$ cat config.mk
export PLATFORM = sky130hd
export DESIGN_NAME = axi4_decerr_slv_flat
export DESIGN_NICKNAME = d
export VERILOG_FILES = /design/src/rtl/axi4_decerr_slv_if.sv /design/src/rtl/axi4_decerr_slv.sv /design/src/flat_wrapper.sv
export SDC_FILE = /design/constraint.sdc
export NUM_CORES = 1
export LEC_CHECK = 0
export CAP_MARGIN = 20
export CELL_PAD_IN_SITES_DETAIL_PLACEMENT = 0
export CELL_PAD_IN_SITES_GLOBAL_PLACEMENT = 1
export CORE_AREA = 2 2 156 158
export CTS_BUF_LIST = sky130_fd_sc_hd__clkbuf_2 sky130_fd_sc_hd__clkbuf_4 sky130_fd_sc_hd__clkbuf_8
export DETAILED_ROUTE_END_ITERATION = 10
export DIE_AREA = 0 0 158 160
export PLACE_DENSITY_LB_ADDON = 0.12
export SLEW_MARGIN = 20
export SYNTH_ARGS = -nofsm -noshare
export SYNTH_HDL_FRONTEND = slang
export SYNTH_SLANG_ARGS = --single-unit
$ cat constraint.sdc
create_clock -name i_clk -period 3.3 [get_ports i_clk]
set_clock_uncertainty 0.2 [all_clocks]
set_input_delay 0.33 -clock i_clk [delete_from_list [all_inputs] [get_ports i_clk]]
set_output_delay 0.33 -clock i_clk [all_outputs]
set_load 0.01 [all_outputs]
$ cat src/rtl/axi4_decerr_slv_if.sv
// AXI4 slave-side bus bundle for the decode-error slave: request and response
// payloads are packed structs carried as two interface variables.
interface axi4_decerr_slv_if;

    localparam int unsigned ADDR_W = 48;
    localparam int unsigned DATA_W = 64;
    localparam int unsigned STRB_W = 8;
    localparam int unsigned ID_W   = 5;
    localparam int unsigned USER_W = 1;

    typedef struct packed {
        logic [ADDR_W-1:0] addr;
        logic [7:0]        len;
        logic [2:0]        size;
        logic [1:0]        burst;
        logic              lock;
        logic [3:0]        cache;
        logic [2:0]        prot;
        logic [3:0]        qos;
        logic [3:0]        region;
    } axi4_metadata_type;

    typedef struct packed {
        logic              aw_valid;
        axi4_metadata_type aw_bits;
        logic [ID_W-1:0]   aw_id;
        logic [USER_W-1:0] aw_user;
        logic              w_valid;
        logic [DATA_W-1:0] w_data;
        logic              w_last;
        logic [STRB_W-1:0] w_strb;
        logic [USER_W-1:0] w_user;
        logic              b_ready;
        logic              ar_valid;
        axi4_metadata_type ar_bits;
        logic [ID_W-1:0]   ar_id;
        logic [USER_W-1:0] ar_user;
        logic              r_ready;
    } axi4_slave_in_type;

    typedef struct packed {
        logic              aw_ready;
        logic              w_ready;
        logic              b_valid;
        logic [1:0]        b_resp;
        logic [ID_W-1:0]   b_id;
        logic [USER_W-1:0] b_user;
        logic              ar_ready;
        logic              r_valid;
        logic [1:0]        r_resp;
        logic [DATA_W-1:0] r_data;
        logic              r_last;
        logic [ID_W-1:0]   r_id;
        logic [USER_W-1:0] r_user;
    } axi4_slave_out_type;

    axi4_slave_in_type  i_xslvi;
    axi4_slave_out_type o_xslvo;

    modport slave  (input i_xslvi, output o_xslvo);
    modport master (output i_xslvi, input o_xslvo);

endinterface

$ cat src/rtl/axi4_decerr_slv.sv
// Default AXI4 slave for unmapped bus0 addresses: accepts every request and
// answers each B/R beat with a fixed error response and fill data.
// Optional error log (o_err_valid/o_err_addr/o_err_cnt) is built only when
// AXI4_DECERR_SLV_LOG_EN is defined; otherwise those outputs are tied to 0.
module axi4_decerr_slv #(
    parameter logic [1:0]  RESP       = 2'b11,
    parameter logic [63:0] RDATA_FILL = 64'hFFFFFFFFFFFFFFFF
) (
    input  logic                    i_clk,
    input  logic                    i_rst,
    axi4_decerr_slv_if.slave        io_xslv,
    output logic                    o_err_valid,
    output logic [47:0]             o_err_addr,
    output logic [15:0]             o_err_cnt
);

    localparam int unsigned ADDR_W = 48;
    localparam int unsigned DATA_W = 64;
    localparam int unsigned ID_W   = 5;
    localparam int unsigned USER_W = 1;
    localparam int unsigned CNT_W  = 8;
    localparam int unsigned ECNT_W = 16;

    typedef enum logic [1:0] {
        ST_IDLE  = 2'd0,
        ST_WDATA = 2'd1,
        ST_WRESP = 2'd2,
        ST_RDATA = 2'd3
    } state_t;

    state_t              r_state;
    state_t              w_state_nxt;
    logic [CNT_W-1:0]    r_cnt,  w_cnt_nxt;
    logic [CNT_W-1:0]    r_len,  w_len_nxt;
    logic [ID_W-1:0]     r_id,   w_id_nxt;
    logic [USER_W-1:0]   r_user, w_user_nxt;
    logic [ADDR_W-1:0]   r_addr, w_addr_nxt;
    logic                w_done;

    // Registered response-channel outputs
    logic                r_a_ready,  w_a_ready_nxt;
    logic                r_w_ready,  w_w_ready_nxt;
    logic                r_b_valid,  w_b_valid_nxt;
    logic [1:0]          r_b_resp,   w_b_resp_nxt;
    logic [ID_W-1:0]     r_b_id,     w_b_id_nxt;
    logic                r_r_valid,  w_r_valid_nxt;
    logic [1:0]          r_r_resp,   w_r_resp_nxt;
    logic [DATA_W-1:0]   r_r_data,   w_r_data_nxt;
    logic                r_r_last,   w_r_last_nxt;
    logic [ID_W-1:0]     r_r_id,     w_r_id_nxt;

    logic                w_ar_hs;
    logic                w_aw_hs;
    logic                w_w_hs;
    logic                w_b_hs;
    logic                w_r_hs;

    assign w_ar_hs = io_xslv.i_xslvi.ar_valid && r_a_ready;
    assign w_aw_hs = io_xslv.i_xslvi.aw_valid && r_a_ready;
    assign w_w_hs  = io_xslv.i_xslvi.w_valid  && r_w_ready;
    assign w_b_hs  = io_xslv.i_xslvi.b_ready  && r_b_valid;
    assign w_r_hs  = io_xslv.i_xslvi.r_ready  && r_r_valid;

    // Next-state, request latching and next registered outputs
    always_comb begin
        w_state_nxt = r_state;
        w_cnt_nxt   = r_cnt;
        w_len_nxt   = r_len;
        w_id_nxt    = r_id;
        w_user_nxt  = r_user;
        w_addr_nxt  = r_addr;
        w_done      = 1'b0;

        case (r_state)
            ST_IDLE: begin
                // Reads win a same-cycle tie; a pending AW waits for IDLE again
                if (w_ar_hs) begin
                    w_id_nxt    = io_xslv.i_xslvi.ar_id;
                    w_user_nxt  = io_xslv.i_xslvi.ar_user;
                    w_addr_nxt  = io_xslv.i_xslvi.ar_bits.addr;
                    w_len_nxt   = io_xslv.i_xslvi.ar_bits.len;
                    w_cnt_nxt   = '0;
                    w_state_nxt = ST_RDATA;
                end else if (w_aw_hs) begin
                    w_id_nxt    = io_xslv.i_xslvi.aw_id;
                    w_user_nxt  = io_xslv.i_xslvi.aw_user;
                    w_addr_nxt  = io_xslv.i_xslvi.aw_bits.addr;
                    w_state_nxt = ST_WDATA;
                end
            end
            ST_WDATA: begin
                // AW len is ignored; only w_last closes the burst
                if (w_w_hs && io_xslv.i_xslvi.w_last) begin
                    w_state_nxt = ST_WRESP;
                end
            end
            ST_WRESP: begin
                if (w_b_hs) begin
                    w_done      = 1'b1;
                    w_state_nxt = ST_IDLE;
                end
            end
            ST_RDATA: begin
                if (w_r_hs) begin
                    if (r_r_last) begin
                        w_done      = 1'b1;
                        w_state_nxt = ST_IDLE;
                    end else begin
                        w_cnt_nxt = CNT_W'(r_cnt + CNT_W'(1));
                    end
                end
            end
            default: begin
                w_state_nxt = ST_IDLE;
            end
        endcase

        w_a_ready_nxt = (w_state_nxt == ST_IDLE);
        w_w_ready_nxt = (w_state_nxt == ST_WDATA);
        w_b_valid_nxt = (w_state_nxt == ST_WRESP);
        w_b_resp_nxt  = w_b_valid_nxt ? RESP : 2'b00;
        w_b_id_nxt    = w_b_valid_nxt ? w_id_nxt : '0;
        w_r_valid_nxt = (w_state_nxt == ST_RDATA);
        w_r_resp_nxt  = w_r_valid_nxt ? RESP : 2'b00;
        w_r_data_nxt  = w_r_valid_nxt ? RDATA_FILL : '0;
        w_r_last_nxt  = w_r_valid_nxt && (w_cnt_nxt == w_len_nxt);
        w_r_id_nxt    = w_r_valid_nxt ? w_id_nxt : '0;
    end

    // State, latched request and output registers
    always_ff @(posedge i_clk or posedge i_rst) begin
        if (i_rst) begin
            r_state   <= ST_IDLE;
            r_cnt     <= '0;
            r_len     <= '0;
            r_id      <= '0;
            r_user    <= '0;
            r_addr    <= '0;
            r_a_ready <= 1'b0;
            r_w_ready <= 1'b0;
            r_b_valid <= 1'b0;
            r_b_resp  <= 2'b00;
            r_b_id    <= '0;
            r_r_valid <= 1'b0;
            r_r_resp  <= 2'b00;
            r_r_data  <= '0;
            r_r_last  <= 1'b0;
            r_r_id    <= '0;
        end else begin
            r_state   <= w_state_nxt;
            r_cnt     <= w_cnt_nxt;
            r_len     <= w_len_nxt;
            r_id      <= w_id_nxt;
            r_user    <= w_user_nxt;
            r_addr    <= w_addr_nxt;
            r_a_ready <= w_a_ready_nxt;
            r_w_ready <= w_w_ready_nxt;
            r_b_valid <= w_b_valid_nxt;
            r_b_resp  <= w_b_resp_nxt;
            r_b_id    <= w_b_id_nxt;
            r_r_valid <= w_r_valid_nxt;
            r_r_resp  <= w_r_resp_nxt;
            r_r_data  <= w_r_data_nxt;
            r_r_last  <= w_r_last_nxt;
            r_r_id    <= w_r_id_nxt;
        end
    end

    assign io_xslv.o_xslvo = '{
        aw_ready: r_a_ready,
        w_ready:  r_w_ready,
        b_valid:  r_b_valid,
        b_resp:   r_b_resp,
        b_id:     r_b_id,
        b_user:   '0,
        ar_ready: r_a_ready,
        r_valid:  r_r_valid,
        r_resp:   r_r_resp,
        r_data:   r_r_data,
        r_last:   r_r_last,
        r_id:     r_r_id,
        r_user:   '0
    };

`ifdef AXI4_DECERR_SLV_LOG_EN
    logic                r_err_valid;
    logic [ADDR_W-1:0]   r_err_addr;
    logic [ECNT_W-1:0]   r_err_cnt;

    // Error log: pulse, last address and saturating count on final handshake
    always_ff @(posedge i_clk or posedge i_rst) begin
        if (i_rst) begin
            r_err_valid <= 1'b0;
            r_err_addr  <= '0;
            r_err_cnt   <= '0;
        end else begin
            r_err_valid <= w_done;
            if (w_done) begin
                r_err_addr <= r_addr;
                if (r_err_cnt != {ECNT_W{1'b1}}) begin
                    r_err_cnt <= ECNT_W'(r_err_cnt + ECNT_W'(1));
                end
            end
        end
    end

    assign o_err_valid = r_err_valid;
    assign o_err_addr  = r_err_addr;
    assign o_err_cnt   = r_err_cnt;
`else
    assign o_err_valid = 1'b0;
    assign o_err_addr  = '0;
    assign o_err_cnt   = '0;
`endif

    // Request fields this slave intentionally ignores
    logic w_unused;
    assign w_unused = ^{io_xslv.i_xslvi, r_user, r_addr, w_done};

endmodule

$ cat src/flat_wrapper.sv
// flat-port wrapper written by rule: the top's interface ports become plain ports
module axi4_decerr_slv_flat 
#(
    parameter logic [1:0]  RESP       = 2'b11,
    parameter logic [63:0] RDATA_FILL = 64'hFFFFFFFFFFFFFFFF
)
  (i_clk, i_rst, o_err_valid, o_err_addr, o_err_cnt, io_xslv_i_xslvi, io_xslv_o_xslvo);
  axi4_decerr_slv_if io_xslv_i ();
  input  logic i_clk;
  input  logic i_rst;
  output logic o_err_valid;
  output logic [47:0] o_err_addr;
  output logic [15:0] o_err_cnt;
  input wire logic [$bits(io_xslv_i.i_xslvi)-1:0] io_xslv_i_xslvi;
  output wire logic [$bits(io_xslv_i.o_xslvo)-1:0] io_xslv_o_xslvo;
  assign io_xslv_i.i_xslvi = io_xslv_i_xslvi;
  assign io_xslv_o_xslvo = io_xslv_i.o_xslvo;
  axi4_decerr_slv #(.RESP(RESP), .RDATA_FILL(RDATA_FILL)) u_core (.i_clk(i_clk), .i_rst(i_rst), .io_xslv(io_xslv_i), .o_err_valid(o_err_valid), .o_err_addr(o_err_addr), .o_err_cnt(o_err_cnt));
endmodule
* Yosys cells after proc, flatten, opt, wreduce, memory -nomap -nowiden *
Index checks and enable logic that the tools add are counted.

storage, ports and cells
  output and inout bits = 151
  bits in registers = 106
  input bits = 247
  word-level logic and storage cells = 52

cells by class
  reduce and logical (&&, ||, !) cells = 9
  add/subtract/negate cells = 1
  eq/ne operators = 7
  mux-type cells = 21

operator list
  kind                                                  number
  two-way mux 64 bit                                    1
  two-way mux 8 bit                                     5
  two-way mux 5 bit                                     5
  two-way mux 2 bit                                     8
  one-hot mux 8 bit (2 select lines)                    1
  adder 8 x 1 -> 8 bit (second input constant)          1
  equality test 2 bit (second input constant)           4
  equality test 8 bit                                   1
  one-hot mux 2 bit (4 select lines)                    1
  logical AND 1 bit                                     7
  equality test 2 x 1 -> 1 bit (second input constant)  2
  zero test 2 bit                                       2

* Logic depth before layout (Yosys ltp) *
Gate-level depths: netlist (run 1).

  word-level depth = 6
  gate-level depth with buffers = 8
  mapped depth without buffers = 8

* Least setup slack after synthesis (run 1) *
Ideal clock, no wire load.

  path type = reg-to-reg
  from = reg, netlist name u_core.r_r_resp[0]
  to = reg u_core.r_r_last
  data required time = 3.005 ns
  stages on the path, launching flop included = 7
  clock period less this slack = 3.330 ns
  setup slack = -0.030 ns
  buffers on the path = 0
  setup time = 0.095 ns
  data arrival time = 3.035 ns
  cell sequence = dfrtp_1 nand4b_1 o31a_1 a31oi_1 nor2_1 or4_1 nor4b_2

RTL lines
  item                    line                    RTL
  end signal: assignment  axi4_decerr_slv.sv:164  r_r_last <= w_r_last_nxt;
  end: declaration        axi4_decerr_slv.sv:49   logic r_r_last, w_r_last_nxt;

* Final worst setup path (run 1) *
  from = reg u_core.r_state[1]
  to = reg u_core.r_r_last

between the ends
  elaborated cells on any way between the ends = 16
  those cells by class = eq/ne (5); mux (9); reduce/logical (2)

RTL lines
  item                                                    line                    RTL
  start: declaration                                      axi4_decerr_slv.sv:31   state_t r_state;
  start signal: assignment                                axi4_decerr_slv.sv:150  r_state <= w_state_nxt;
  equality test 2 bit or zero test 2 bit (tied branches)  --
  one-hot mux 8 bit (2 select lines) (*)                  axi4_decerr_slv.sv:74   case (r_state)
  named net u_core.w_cnt_nxt[3]                           axi4_decerr_slv.sv:33   logic [CNT_W-1:0] r_cnt, w_cnt_nxt;
  equality test 8 bit (*)                                 axi4_decerr_slv.sv:126  w_r_last_nxt = w_r_valid_nxt && (w_cnt_nxt == w_len_nxt);
  logical AND 1 bit (*)                                   axi4_decerr_slv.sv:126
  named net u_core.w_r_last_nxt                           axi4_decerr_slv.sv:49

Mark *: on every way through the listed nets, which the timed path passes. The rest lies on a longest branch.

==> metrics.md, run 1 <==
| Metric | Value |
|---|---|
| Status | finished clean |
| Die area | 25300 um^2 |
| Pwr Total | 3.23 mW |
| Setup TNS Final | 0 ns |
| Fillers | 2703 |
| WL/cell | 10.0 um |
| Drt via density | 2.88 |
| Setup Crit Path Kind | reg2reg |
| Dominant synthesized flop cell | dfrtp_1 |
| Max-slew violations | 0 |
| Clk root buf | clkbuf_8 |
| Leakage power | 1.57 nW |
| Clock power frac | 13.1% |
| Share of power burned in registers | 22.9% |
| Routed Wire Length | 6.93 mm |
| Yosys cell types | 48 |
| Hold-fix buffers, CTS | 0 |
| Row count | 57 |
| Area after DPL | 3670 um^2 |
| Worst slew pin tran | 0.561 ns |
| PortBufs | 109 |
| Top Ports | 398 |
| P per Cell Area | 852 nW/um^2 |
| Seq cells post-synth | 38 |
| CTS tree | built |
| DPL Wire Length | 5.55 mm |
| Core box area | 23800 um^2 |
| Antenna fix cells | 0 |
| F_max | 340 MHz |
| CTS resizes | 0 |
| Crit path to | u_core.r_r_last$_DFF_PP0_ |
| RSZ-0062 raised after global routing | false |
| Drt drc | 0 |
| Global-route wire length before repair | 10.2 mm |
| Slew margin rel. | 62.6% |
| Inst Count DP | 683 |
| Clock sink total | 38 |
| Die X | 158 um |
| Final setup viols | 0 |
| Worst-Skew Late Latency | 0.30 ns |
| Critical Path End Type | flop |
| Ys Warns | 0 |
| Worst reg2reg setup slack | 0.36 ns |
| Final Hold Fails | 0 |
| EDFF count, synth | 0 |
| RR Startpoint | u_core.r_state[1]$_DFF_PP0_ |
| Psw | 1.23 mW |
| Fin nets | 618 |
| Design Area, Final | 3790 um^2 |
| CP max FO | 6 |
| Critical Path RT | 3.30 ns |
| All-Layer GR Usage | 5.31% |
| Starting Density | 12.2% |
| Share of cells above drive strength 1 | 10.1% |
| Sw frac | 38.1% |
| Largest area contributor in the synthesized netlist | buf_4 |
| Crit share post-route | 89.2% |
| Crit path DAT | 2.94 ns |
| Worst reg2reg path depth | 8 |
| Multi-input logic area | 1070 um^2 |
| Worst hold path class | in2async |
| Final Critical Period | 2.94 ns |
| Routed via count | 1993 |
| Clk slew on worst S/H paths | 0.08 ns |
| Area grow syn2layout | 30.2% |
| DR iter-0 viols | 62 |
| Seq/Total Area, Yosys | 32.7% |
| Max Cap Viol | 0 |
| Internal | 2.00 mW |
| Vias in the first global route | 1764 |
| Setup ws final | 0.357 ns |
| Cts bufs inserted | 5 |
| Grt ovf | 0 |
| Initial DRT Pass Iterations | 4 |
| Worst-case vdd ir drop | 183 uV |
| R2R Path End | u_core.r_r_last$_DFF_PP0_ |
| Largest cells by area after synthesis | buf_4 37%, dfrtp_1 33%, mux2_2 2.7%, inv_1 2.2%, ha_1 2.1% |
| Worst setup SP type | flop |
| Pin count of the biggest net entering global routing | 61 |
| Die Y | 160 um |
| Synth top area share | 36.6% |
| Antenna Nets Post-Route | 0 |
| GP Congestion | 0.666 |
| FF/Latch Area | 952 um^2 |
| H-Tree Depth | 2 |
| Mapped Area | 2910 um^2 |
| Setup bufs post-CTS | 0 |
| Comb pwr share | 64.0% |
| Initial antenna violation count | 0 |
| Async set or reset register ratio after synthesis | 100% |
| Synthesized area per cell | 9.21 um^2 |
| Place WS | 0.255 ns |
| Synth Instances | 316 |
| Worst Setup SP | u_core.r_state[1]$_DFF_PP0_ |
| Final Non-Filler Cells | 691 |
| Clock buffer depth | 2 |
[routing by layer]
metal	global-route usage, %	up-vias	routed length (um)	share of wire (%)
met5	0	-	0	0
met4	2.17	0	119	1.7
met3	1.25	6	663	9.6
met2	7.96	135	2990	43
met1	7.28	922	3160	46
li1	-	930	-	-
[synth_stat cells (2+ instances only)]
cell and instances:
a211oi_1 2, a21oi_1 6, a221oi_1 5, buf_2 2, buf_4 142, dfrtp_1 38
ha_1 5, inv_1 17, mux2_2 7, mux2i_1 2, nand2_1 10, nand2b_1 6
nand3_1 12, nor2_1 14, nor3_1 2, o211ai_1 2, o21ai_0 6, o22ai_1 3
or4_1 3, xnor2_1 3, xor2_1 2
[power by group through the flow]
stage / clock [mW] / combinational, mW / sequential [mW]
after CTS: 0.450 / 2.10 / 0.744
after floorplan: 0 / 1.46 / 0.801
after global placement: 0 / 2.13 / 0.750
final: 0.425 / 2.07 / 0.738
after global routing: 0.469 / 2.26 / 0.762
after detailed placement: 0 / 2.09 / 0.752
[state kept, by name, summed over array words and instances, names as in the netlist]
| register | flops |
|---|---|
| u_core.r_r_resp | 1 |
| u_core.r_r_id | 5 |
| u_core.r_b_resp | 1 |
| u_core.r_len | 8 |
| u_core.r_b_id | 5 |
| u_core.r_a_ready | 1 |
| u_core.r_cnt | 8 |
| u_core.r_r_last | 1 |
| u_core.r_state | 2 |
| u_core.r_w_ready | 1 |
| u_core.r_id | 5 |
[layout make-up]
class,instances,area share (%)
Inverter,17,1.68
Tap cell,324,10.7
Multi-Input combinational cell,183,28.2
Timing Repair Buffer,121,31.2
Clock buffer,7,2.38
Sequential cell,38,25.1
Clock inverter,1,0.792
[critical path, cell delays in order (launching register included)]
cell and delay, ns:
dfrtp_1 0.45, inv_1 0.09, ha_1 0.30, nand2b_1 0.24, or4_1 0.54, nand3_1 0.14, xor2_1 0.08, or4_1 0.51
nor4b_2 0.28
[per-stage QoR]
step / hold slack [ns] / utilization, %
global placement: 0.294 / 15.4
floorplan: 0.266 / -
finish: 0.188 / 15.9
CTS: 0.207 / 15.9
detailed placement: 0.298 / 15.4
global route: 0.274 / 15.9
[placed cells by master (no fill, tap or decap), types with 2 or more instances in the layout]
master,synthesis,final
clkbuf_8,0,6
nor2_1,14,14
a211oi_1,2,2
nand2_1,10,10
nor3_1,2,2
conb_1,1,67
clkdlybuf4s50_1,0,109
nand3_1,12,12
xnor2_1,3,3
o22ai_1,3,3
ha_1,5,5
o21ai_0,6,6
a221oi_1,5,5
a21oi_1,6,6
or4_1,3,3
inv_1,17,17
nand2b_1,6,6
xor2_1,2,2
o211ai_1,2,2
dfrtp_1,38,37
mux2i_1,2,2
buf_4,142,12
mux2_2,7,7
[cells by family (layout without fill, tap and decap cells)]
group | count (synthesis) | in the layout | share of synthesized area [%]
buffers and inverters | 161 | 146 | 39.2
and+or+nand+nor | 63 | 63 | 11.9
DFF | 38 | 38 | 32.7
AOI/OAI and AO/OA | 34 | 34 | 9.11
muxes | 9 | 9 | 3.40
adders and majority gates | 5 | 5 | 2.15
xor gates and xnor gates | 5 | 5 | 1.51
other | 1 | 67 | 0.129
[worst min path at each step]
stage	to	cells past startpoint	from	slack, ns
after floorplan	u_core.r_len[4]$_DFF_PP0_	2	u_core.r_len[4]$_DFF_PP0_	0.27
after global placement	u_core.r_len[6]$_DFF_PP0_	1	u_core.r_len[6]$_DFF_PP0_	0.29
after global routing	u_core.r_cnt[4]$_DFF_PP0_	2	i_rst	0.27
after detailed placement	u_core.r_len[6]$_DFF_PP0_	1	u_core.r_len[6]$_DFF_PP0_	0.30
final	u_core.r_len[1]$_DFF_PP0_	2	i_rst	0.19
after CTS	u_core.r_len[1]$_DFF_PP0_	2	i_rst	0.21
Power figures use the tool's default switching activity.
==> run 2: changes to the inputs <==
- SLEW_MARGIN: 20 -> 15
==> results of run 2 <==
The final DEF is identical to that of run 1; final timing and power are the same.
